## src/rtl/modbus_frame_rx.sv

```systemverilog
// Modbus RTU framing stage: delimits frames on 3.5-character line silence and
// assembles fixed 8-byte requests into a payload word plus the received CRC.
module modbus_frame_rx #(
  parameter int T35_CYCLES = 3646,
  parameter int FRAME_LEN  = 8
) (
  input  logic        clk_in,
  input  logic        rst_in,
  input  logic [7:0]  rx_byte,
  input  logic        rx_valid,
  output logic [47:0] data_out,
  output logic [15:0] crc_rx,
  output logic        rx_message_done,
  output logic        frame_err,
  output logic        busy
);

  localparam int             GAP_W   = $clog2(T35_CYCLES + 1);
  localparam logic [GAP_W-1:0] GAP_MAX = GAP_W'(T35_CYCLES);
  localparam logic [GAP_W-1:0] GAP_TMO = GAP_W'(T35_CYCLES - 1);
  localparam logic [3:0]     LEN     = 4'(FRAME_LEN);

  typedef enum logic [2:0] {
    S_SYNC, S_IDLE, S_RECV, S_OVERRUN, S_DONE, S_ERR
  } state_t;

  state_t           r_state;
  logic [GAP_W-1:0] r_gap_cnt;
  logic [3:0]       r_byte_cnt;
  logic [63:0]      r_shift;
  logic             w_tmo;

  // A byte in the same cycle always beats the silence timeout.
  assign w_tmo = !rx_valid && (r_gap_cnt == GAP_TMO);
  assign busy  = (r_state == S_RECV) || (r_state == S_OVERRUN);

  always_ff @(posedge clk_in) begin
    if (rst_in) begin
      r_state         <= S_SYNC;
      r_gap_cnt       <= '0;
      r_byte_cnt      <= '0;
      r_shift         <= '0;
      data_out        <= '0;
      crc_rx          <= '0;
      rx_message_done <= 1'b0;
      frame_err       <= 1'b0;
    end else begin
      rx_message_done <= 1'b0;
      frame_err       <= 1'b0;

      if (rx_valid)
        r_gap_cnt <= '0;
      else if (r_gap_cnt != GAP_MAX)
        r_gap_cnt <= r_gap_cnt + 1'b1;

      case (r_state)
        S_SYNC: begin
          if (w_tmo)
            r_state <= S_IDLE;
        end
        // DONE and ERR last one cycle but may already accept the next frame's first byte.
        S_IDLE, S_DONE, S_ERR: begin
          if (rx_valid) begin
            r_shift    <= {r_shift[55:0], rx_byte};
            r_byte_cnt <= 4'd1;
            r_state    <= S_RECV;
          end else begin
            r_state <= S_IDLE;
          end
        end
        S_RECV: begin
          if (rx_valid) begin
            if (r_byte_cnt < LEN) begin
              r_shift    <= {r_shift[55:0], rx_byte};
              r_byte_cnt <= r_byte_cnt + 1'b1;
            end else begin
              r_state <= S_OVERRUN;
            end
          end else if (w_tmo) begin
            if (r_byte_cnt == LEN) begin
              data_out        <= r_shift[63:16];
              crc_rx          <= {r_shift[7:0], r_shift[15:8]};
              rx_message_done <= 1'b1;
              r_state         <= S_DONE;
            end else begin
              frame_err <= 1'b1;
              r_state   <= S_ERR;
            end
          end
        end
        S_OVERRUN: begin
          if (w_tmo) begin
            frame_err <= 1'b1;
            r_state   <= S_ERR;
          end
        end
        default: r_state <= S_SYNC;
      endcase
    end
  end

endmodule

```

## config.mk

```make
export PLATFORM = sky130hd
export DESIGN_NAME = modbus_frame_rx
export DESIGN_NICKNAME = d
export VERILOG_FILES = /design/src/rtl/modbus_frame_rx.sv
export SDC_FILE = /design/constraint.sdc
export NUM_CORES = 1
export LEC_CHECK = 0
export BUFFER_PORTS_ARGS = -buffer_cell sky130_fd_sc_hd__buf_4
export CAP_MARGIN = 10
export CORE_AREA = 5 5 119 121
export CTS_CLUSTER_SIZE = 8
export DETAILED_ROUTE_END_ITERATION = 12
export DIE_AREA = 0 0 124 126
export GPL_TIMING_DRIVEN = 0
export PLACE_DENSITY = 0.62
export RECOVER_POWER = 25
export SLEW_MARGIN = 20
export SYNTH_ARGS = -nofsm -noshare
export SYNTH_HDL_FRONTEND = slang
export SYNTH_SLANG_ARGS = --single-unit
```

## constraint.sdc

```tcl
create_clock -name clk_in -period 3.4 [get_ports clk_in]
set_input_delay 0.68 -clock clk_in [delete_from_list [all_inputs] [get_ports clk_in]]
set_output_delay 0.68 -clock clk_in [all_outputs]
set_load 0.05 [all_outputs]
```

==> results of run 1 <==
==> cell type report <==
class,count,area (sq um)
clock buffer,24,482
tap,176,220
sequential,149,2980
inverter,7,26.3
buffer,61,317
clock inverter,5,27.5
multi-input combinational,479,2410
timing repair buffer,77,394
fill,1340,6120
==> path summary, 6_finish.rpt <==
check,start,end,cells past startpoint
worst min-delay path,r_shift[56],r_shift[56],2
worst max-delay path,r_byte_cnt[0],crc_rx[1],7
worst min register to register,r_shift[56],r_shift[56],2
worst max register to register,r_byte_cnt[0],crc_rx[1],7
==> tightest hold or removal path, stage by stage, from the launching register on <==
cell     delay [ns]
dfxtp_1        0.31
nand2_1        0.05
a21oi_1        0.05
==> metal layers <==
layer	up-vias	wire length [microns]	GRT usage (%)
met2	127	7100	31.3
met4	0	235	6.44
li1	2589	-	-
met5	-	0	0
met1	2415	6910	26.4
met3	18	827	5.52
==> metrics by stage <==
stage / util (%) / hold WS [ns] / total power [mW] / instance area, sq um / instances
2_1_floorplan: - / 0.437 / 1.82 / 5740 / 696
3_3_place_gp: 50.4 / 0.447 / 1.84 / 6540 / 949
3_5_place_dp: 50.4 / 0.456 / 1.84 / 6540 / 949
4_1_cts: 54.3 / 0.467 / 3.47 / 7050 / 978
5_1_grt: 52.8 / 0.485 / 3.55 / 6860 / 978
6_report: 52.8 / 0.467 / 3.44 / 6860 / 978
==> cells in the final DEF (no fill, tap or decap), types with 3 or more instances in the layout <==
cell type	Yosys	final
ha_1	5	5
clkbuf_1	31	84
clkbuf_16	0	17
dfxtp_1	149	149
a21oi_1	133	133
nand3_1	67	67
clkinv_2	0	4
nand4b_1	3	3
buf_2	19	19
xnor2_1	3	3
buf_6	6	6
or3_1	4	4
o21ai_1	67	67
nand4_1	4	4
nand2_1	135	135
a211oi_1	3	3
inv_1	7	7
nor2_1	16	16
clkbuf_8	0	3
o21ai_0	3	3
nor2b_1	5	5
xor2_1	4	4
buf_4	5	33
==> sequential cells by signal (all words and copies together) (netlist names) <==
| name | flops |
|---|---|
| data_out | 48 |
| r_gap_cnt | 12 |
| frame_err | 1 |
| crc_rx | 16 |
| rx_message_done | 1 |
| r_shift | 64 |
| r_byte_cnt | 4 |
| r_state | 3 |
==> cell families (layout without fill, tap and decap cells) <==
family | after synthesis | in the layout | share of synthesized area [%]
flip-flops | 149 | 149 | 52.0
adder cells (fa/ha/maj) | 5 | 5 | 1.09
multiplexers | 1 | 1 | 0.174
AND/OR/NAND/NOR | 253 | 253 | 20.6
XOR/XNOR | 7 | 7 | 1.07
AO/OA/AOI/OAI | 213 | 213 | 19.1
buffers and inverters | 68 | 174 | 5.97
==> where the power goes <==
group / internal, mW / leakage, nW / switching, mW / total (mW)
Combinational: 0.0160 / 0.832 / 0.0395 / 0.0555
Sequential: 1.75 / 1.20 / 0.00158 / 1.75
Clock: 0.971 / 0.252 / 0.663 / 1.63
==> metrics, run 1 <==
Max Cap Violations=0; sequential area share after synthesis=between 50 and 60%; Die Wd=~120 microns; worst hold-check path type=flop to flop; drt first pass iters=5; slack of the critical path=approximately 1.1 ns; CORE AREA=13000 sq um; Congestion Overflow GR=0; Peak Freq=~0.43 GHz; actual slew at the worst max-slew pin=between 0.7 and 0.8 ns; headroom to the max-slew limit=51.2%; vias=5149; crit-path max cell delay=0.62 ns; Worst R2R Setup Slack=roughly 1.1 ns; Gate Count Post-Synth=approximately 700; Cell Chain, Critical Path=inv_1 > ha_1 > and4bb_1 > nand4b_1 > clkbuf_1 > o21ai_1 > a21oi_1; P per Cell Area=between 500 and 600 nW/um^2; setup bufs post-CTS=0; share of cells above drive strength 1=between 10% and 20%; Synth Flop Type=dfxtp_1; Vias/cell=5.26; total wire length=15100 microns; syn_nets=between 700 and 800; CTS tree=yes; global-route wire length before repair=24500 microns; final hold vios=0; Hold Buf Count CTS=0; buffer and inverter count on the worst path=2; row count=42; mapped cell area=roughly 5700 sq um; Sink Count=149; Synth top area share=between 50% and 60%; RD Place Congestion=approximately 0.81; synthesized area per cell=about 8.2 sq um; minimum clock period=2.33 ns; P&R area growth vs syn=19.5%; vias in the first global route=5037; synth unique cells=between 40 and 50; routed len/inst=15.4 microns; pre-CTS setup slack=0.849 ns; die area=15600 sq um; initial DRC count=286; Clk pin slew, worst setup/hold paths=around 0.060 ns; initial antenna violation count=0; Antenna Nets Post-Route=0; RSZ-0062 raised after global routing=no; Startpoint Class=flop; cell with the most instances after synthesis=dfxtp_1; Final nets=just over 800; IO Port Bufs=between 70 and 80; CP Max Fanout=10; Critical Path End Type=flop; setup TNS=0 ns; Worst Path Arrival=2.61 ns; cell taking the most area after synthesis=dfxtp_1; CTS buffer count=17; synthesis-stage register bit count=between 100 and 150; residual DRC count=0; CP Class=flop to flop; total leakage power=about 2.3 nW; clk buf depth=2; outcome=complete, no violations; largest net degree at the start of global routing=17; Die H=about 130 microns; HPWL Detailed=between 10000 and 15000 microns; CTS Root Cell=clkbuf_16; Max Clock Skew=approximately 0.017 ns; Slew Limit Fails=0; Antenna Cells=0; cts repair resizes=0; final setup fails=0; H-tree lvl count=4; Total Routing Usage GR=between 10% and 20%; Final period util=roughly two thirds; Initial Util=between 40 and 50%; number of synthesized flops with an enable pin=0; Ys Warns=0; critical path's slowest cell=nand4b_1; Crit path max-delay family=simple AND/OR/NAND/NOR gates; Post-synth top cells=149 x dfxtp_1, 135 x nand2_1, 133 x a21oi_1; Synth area leaders=dfxtp_1 52%, a21oi_1 12%, nand2_1 8.8%; Synth async-reset ratio=0%; I/O pins=78; Crit path required time=between 3 and 4 ns; maximum VDD drop=~0.25 mV; Clock Latency Late Sink=0.42 ns
Power figures use the tool's default switching activity.
==> run 2, diff against run 1 <==
--- a/config.mk
+++ b/config.mk
@@ -12,7 +12,7 @@
 export DETAILED_ROUTE_END_ITERATION = 12
 export DIE_AREA = 0 0 124 126
 export GPL_TIMING_DRIVEN = 0
-export PLACE_DENSITY = 0.62
+export PLACE_DENSITY = 0.65
 export RECOVER_POWER = 25
 export SLEW_MARGIN = 20
 export SYNTH_ARGS = -nofsm -noshare
==> constraint.sdc (replaced) <==
create_clock -name clk_in -period 2 [get_ports clk_in]
set_input_delay 0.4 -clock clk_in [delete_from_list [all_inputs] [get_ports clk_in]]
set_output_delay 0.4 -clock clk_in [all_outputs]
set_load 0.05 [all_outputs]
==> metrics, run 2 (synthesis results as in run 1) <==
outcome=complete, no violations (unchanged); initial DRC count=368 (was 286); vias=5226 (was 5149); die area=15600 sq um (unchanged); actual slew at the worst max-slew pin=0.615 ns (was 0.729 ns); CORE AREA=13000 sq um (unchanged); Reg power frac=47.8% (was 50.9%); row count=42 (unchanged); CTS tree=yes (unchanged); CTS buffer count=17 (unchanged); Die Wd=124 microns (unchanged); Final nets=812 (was 808); Initial Util=44.2% (unchanged); Antenna Nets Post-Route=0 (unchanged); routed len/inst=15.4 microns (about the same); Clk pin slew, worst setup/hold paths=0.06 ns (about the same); reg-to-reg startpoint=r_byte_cnt[0] (unchanged); RSZ-0062 raised after global routing=yes (was no); total leakage power=2.36 nW (was 2.28 nW); Total Routing Usage GR=19.8% (was 19.9%); largest net degree at the start of global routing=17 (unchanged); Worst Path Arrival=2.17 ns (was 2.61 ns); Max Cap Violations=0 (unchanged); clk buf depth=2 (unchanged); commonest non-fill, non-tap cell in the layout=dfxtp_1 (unchanged); global-route wire length before repair=24700 microns (was 24500 microns); register area=2980 sq um (about the same); Peak Freq=0.529 GHz (was 0.429 GHz); Congestion Overflow GR=0 (unchanged); Critical Path End Type=flop (unchanged); fillers=1300 (was 1340); maximum VDD drop=0.423 mV (was 0.248 mV); HPWL Detailed=10900 microns (about the same); final setup fails=0 (unchanged); slack of the critical path=0.108 ns (was 1.07 ns); largest register by flop count=r_shift (unchanged); max reg flops=64 (unchanged); I/O pins=78 (unchanged); worst hold-check path type=primary input to flop (was flop to flop); Max Clock Skew=0.00662 ns (was 0.0166 ns); Hold Buf Count CTS=0 (unchanged); fin util=54.1% (was 52.8%); Slew Limit Fails=0 (unchanged); Clock Power Share=50.7% (was 47.5%); Vias/cell=5.31 (was 5.26); internal power=4.99 mW (was 2.74 mW); hold path start=rx_byte[1] (was r_shift[56]); initial antenna violation count=0 (unchanged); total wire length=15100 microns (about the same); CP Class=flop to flop (unchanged); share of cells above drive strength 1=13.0% (was 11.1%); Crit path required time=2.28 ns (was 3.68 ns); Hold EP=r_shift[1] (was r_shift[56]); final hold vios=0 (unchanged); Net Sw Frac=19.7% (was 20.5%); biggest regs=r_shift: 64 flops, data_out: 48 flops, crc_rx: 16 flops (unchanged); Clock Latency Late Sink=0.42 ns (about the same); CTS Root Cell=clkbuf_16 (unchanged); RD Place Congestion=0.816 (was 0.814); Worst R2R Path Depth=8 (was 7); Comb power frac=1.5% (was 1.6%); headroom to the max-slew limit=59.2% (was 51.2%); Antenna Cells=0 (unchanged); Startpoint Class=flop (unchanged); vias in the first global route=5060 (was 5037); multi-input combinational cell area=2440 sq um (was 2410 sq um); Final period util=94.6% (was 68.6%); Worst R2R Setup Slack=0.11 ns (was 1.07 ns); Sink Count=149 (unchanged); Die H=126 microns (unchanged); r2r endpoint=crc_rx[3] (was crc_rx[1]); residual DRC count=0 (unchanged); drt first pass iters=6 (was 5); P&R area growth vs syn=22.4% (was 19.5%); IO Port Bufs=77 (unchanged); most frequent cells in the layout=148 x dfxtp_1, 135 x nand2_1, 133 x a21oi_1 (was 149 x dfxtp_1, 135 x nand2_1, 133 x a21oi_1); CP Max Fanout=10 (unchanged); minimum clock period=1.89 ns (was 2.33 ns); Worst Hold Path Cells=3 (was 2); switching power total=1.22 mW (was 704 uW); H-tree lvl count=4 (unchanged); P per Cell Area=885 nW/um^2 (was 501 nW/um^2); pre-CTS setup slack=-0.305 ns (was 0.849 ns)
==> run 2: cell count changes in the layout (fill, tap and decap cells not counted), sizes merged <==
cell,delta
clkbuf,+7
clkinv,-3
clkinvlp,-1
bufinv,+2
buf,+1
==> run 2: layout make-up <==
type,instances,area share [%]
tap,176,3.13
inverter,7,0.374
timing repair buffer,81,6.09
multi-input combinational,479,34.8
clock buffer,28,7.35
buffer,61,4.90
sequential,149,42.5
clock inverter,3,0.926
==> run 2: timing repair <==
item / in CTS / in global routing
gates resized for setup: 2 / 28
setup endpoints to repair: 65 / 69
buffers inserted: 3 / 1
pin swaps: 1 / 2
==> run 2: metrics by stage <==
| stage | hold WS (ns) | area, sq um | TNS, ns | std cells | power, mW |
|---|---|---|---|---|---|
| 2_1_floorplan | 0.437 | 5740 | 0 | 696 | 3.09 |
| 5_1_grt | 0.232 | 7030 | -0.208 | 984 | 6.40 |
| 3_5_place_dp | 0.447 | 6540 | -15.24 | 949 | 3.13 |
| 3_3_place_gp | 0.445 | 6540 | -11.22 | 949 | 3.13 |
| 4_1_cts | 0.214 | 7150 | 0 | 983 | 6.26 |
| 6_report | 0.232 | 7030 | 0 | 984 | 6.22 |
==> run 2: power by group through the flow <==
stage | logic, mW | clock network (mW) | registers [mW]
3_3_place_gp | 0.0916 | 0 | 3.04
3_5_place_dp | 0.0942 | 0 | 3.04
2_1_floorplan | 0.0551 | 0 | 3.04
4_1_cts | 0.0945 | 3.20 | 2.97
5_1_grt | 0.103 | 3.33 | 2.97
6_report | 0.0941 | 3.15 | 2.97
==> run 2: metal layers <==
layer | routed length (microns) | vias to the layer above | global-route usage, %
li1 | - | 2596 | -
met1 | 6830 | 2440 | 26.0
met2 | 6950 | 159 | 31.3
met3 | 1010 | 31 | 5.07
met4 | 357 | 0 | 7.60
met5 | 0 | - | 0
==> run 2: worst max-delay path by stage <==
stage                       start  depth (start not counted)  slack (ns)              end
CTS                 r_byte_cnt[0]                          8       0.003        crc_rx[3]
global placement    r_byte_cnt[0]                          7       -0.24        crc_rx[2]
finish              r_byte_cnt[0]                          8        0.11        crc_rx[3]
global route         r_gap_cnt[9]                          6       -0.04  rx_message_done
floorplan              r_state[1]                          6        0.28     data_out[30]
detailed placement  r_byte_cnt[0]                          7       -0.30        crc_rx[3]
==> run 2: worst max-delay path: stages (launching register included) <==
cell,delay [ns]
dfxtp_1,0.41
inv_1,0.07
ha_1,0.20
and4bb_2,0.26
and4b_1,0.20
clkbuf_4,0.20
clkbuf_4,0.21
nand3_1,0.11
a21oi_1,0.08
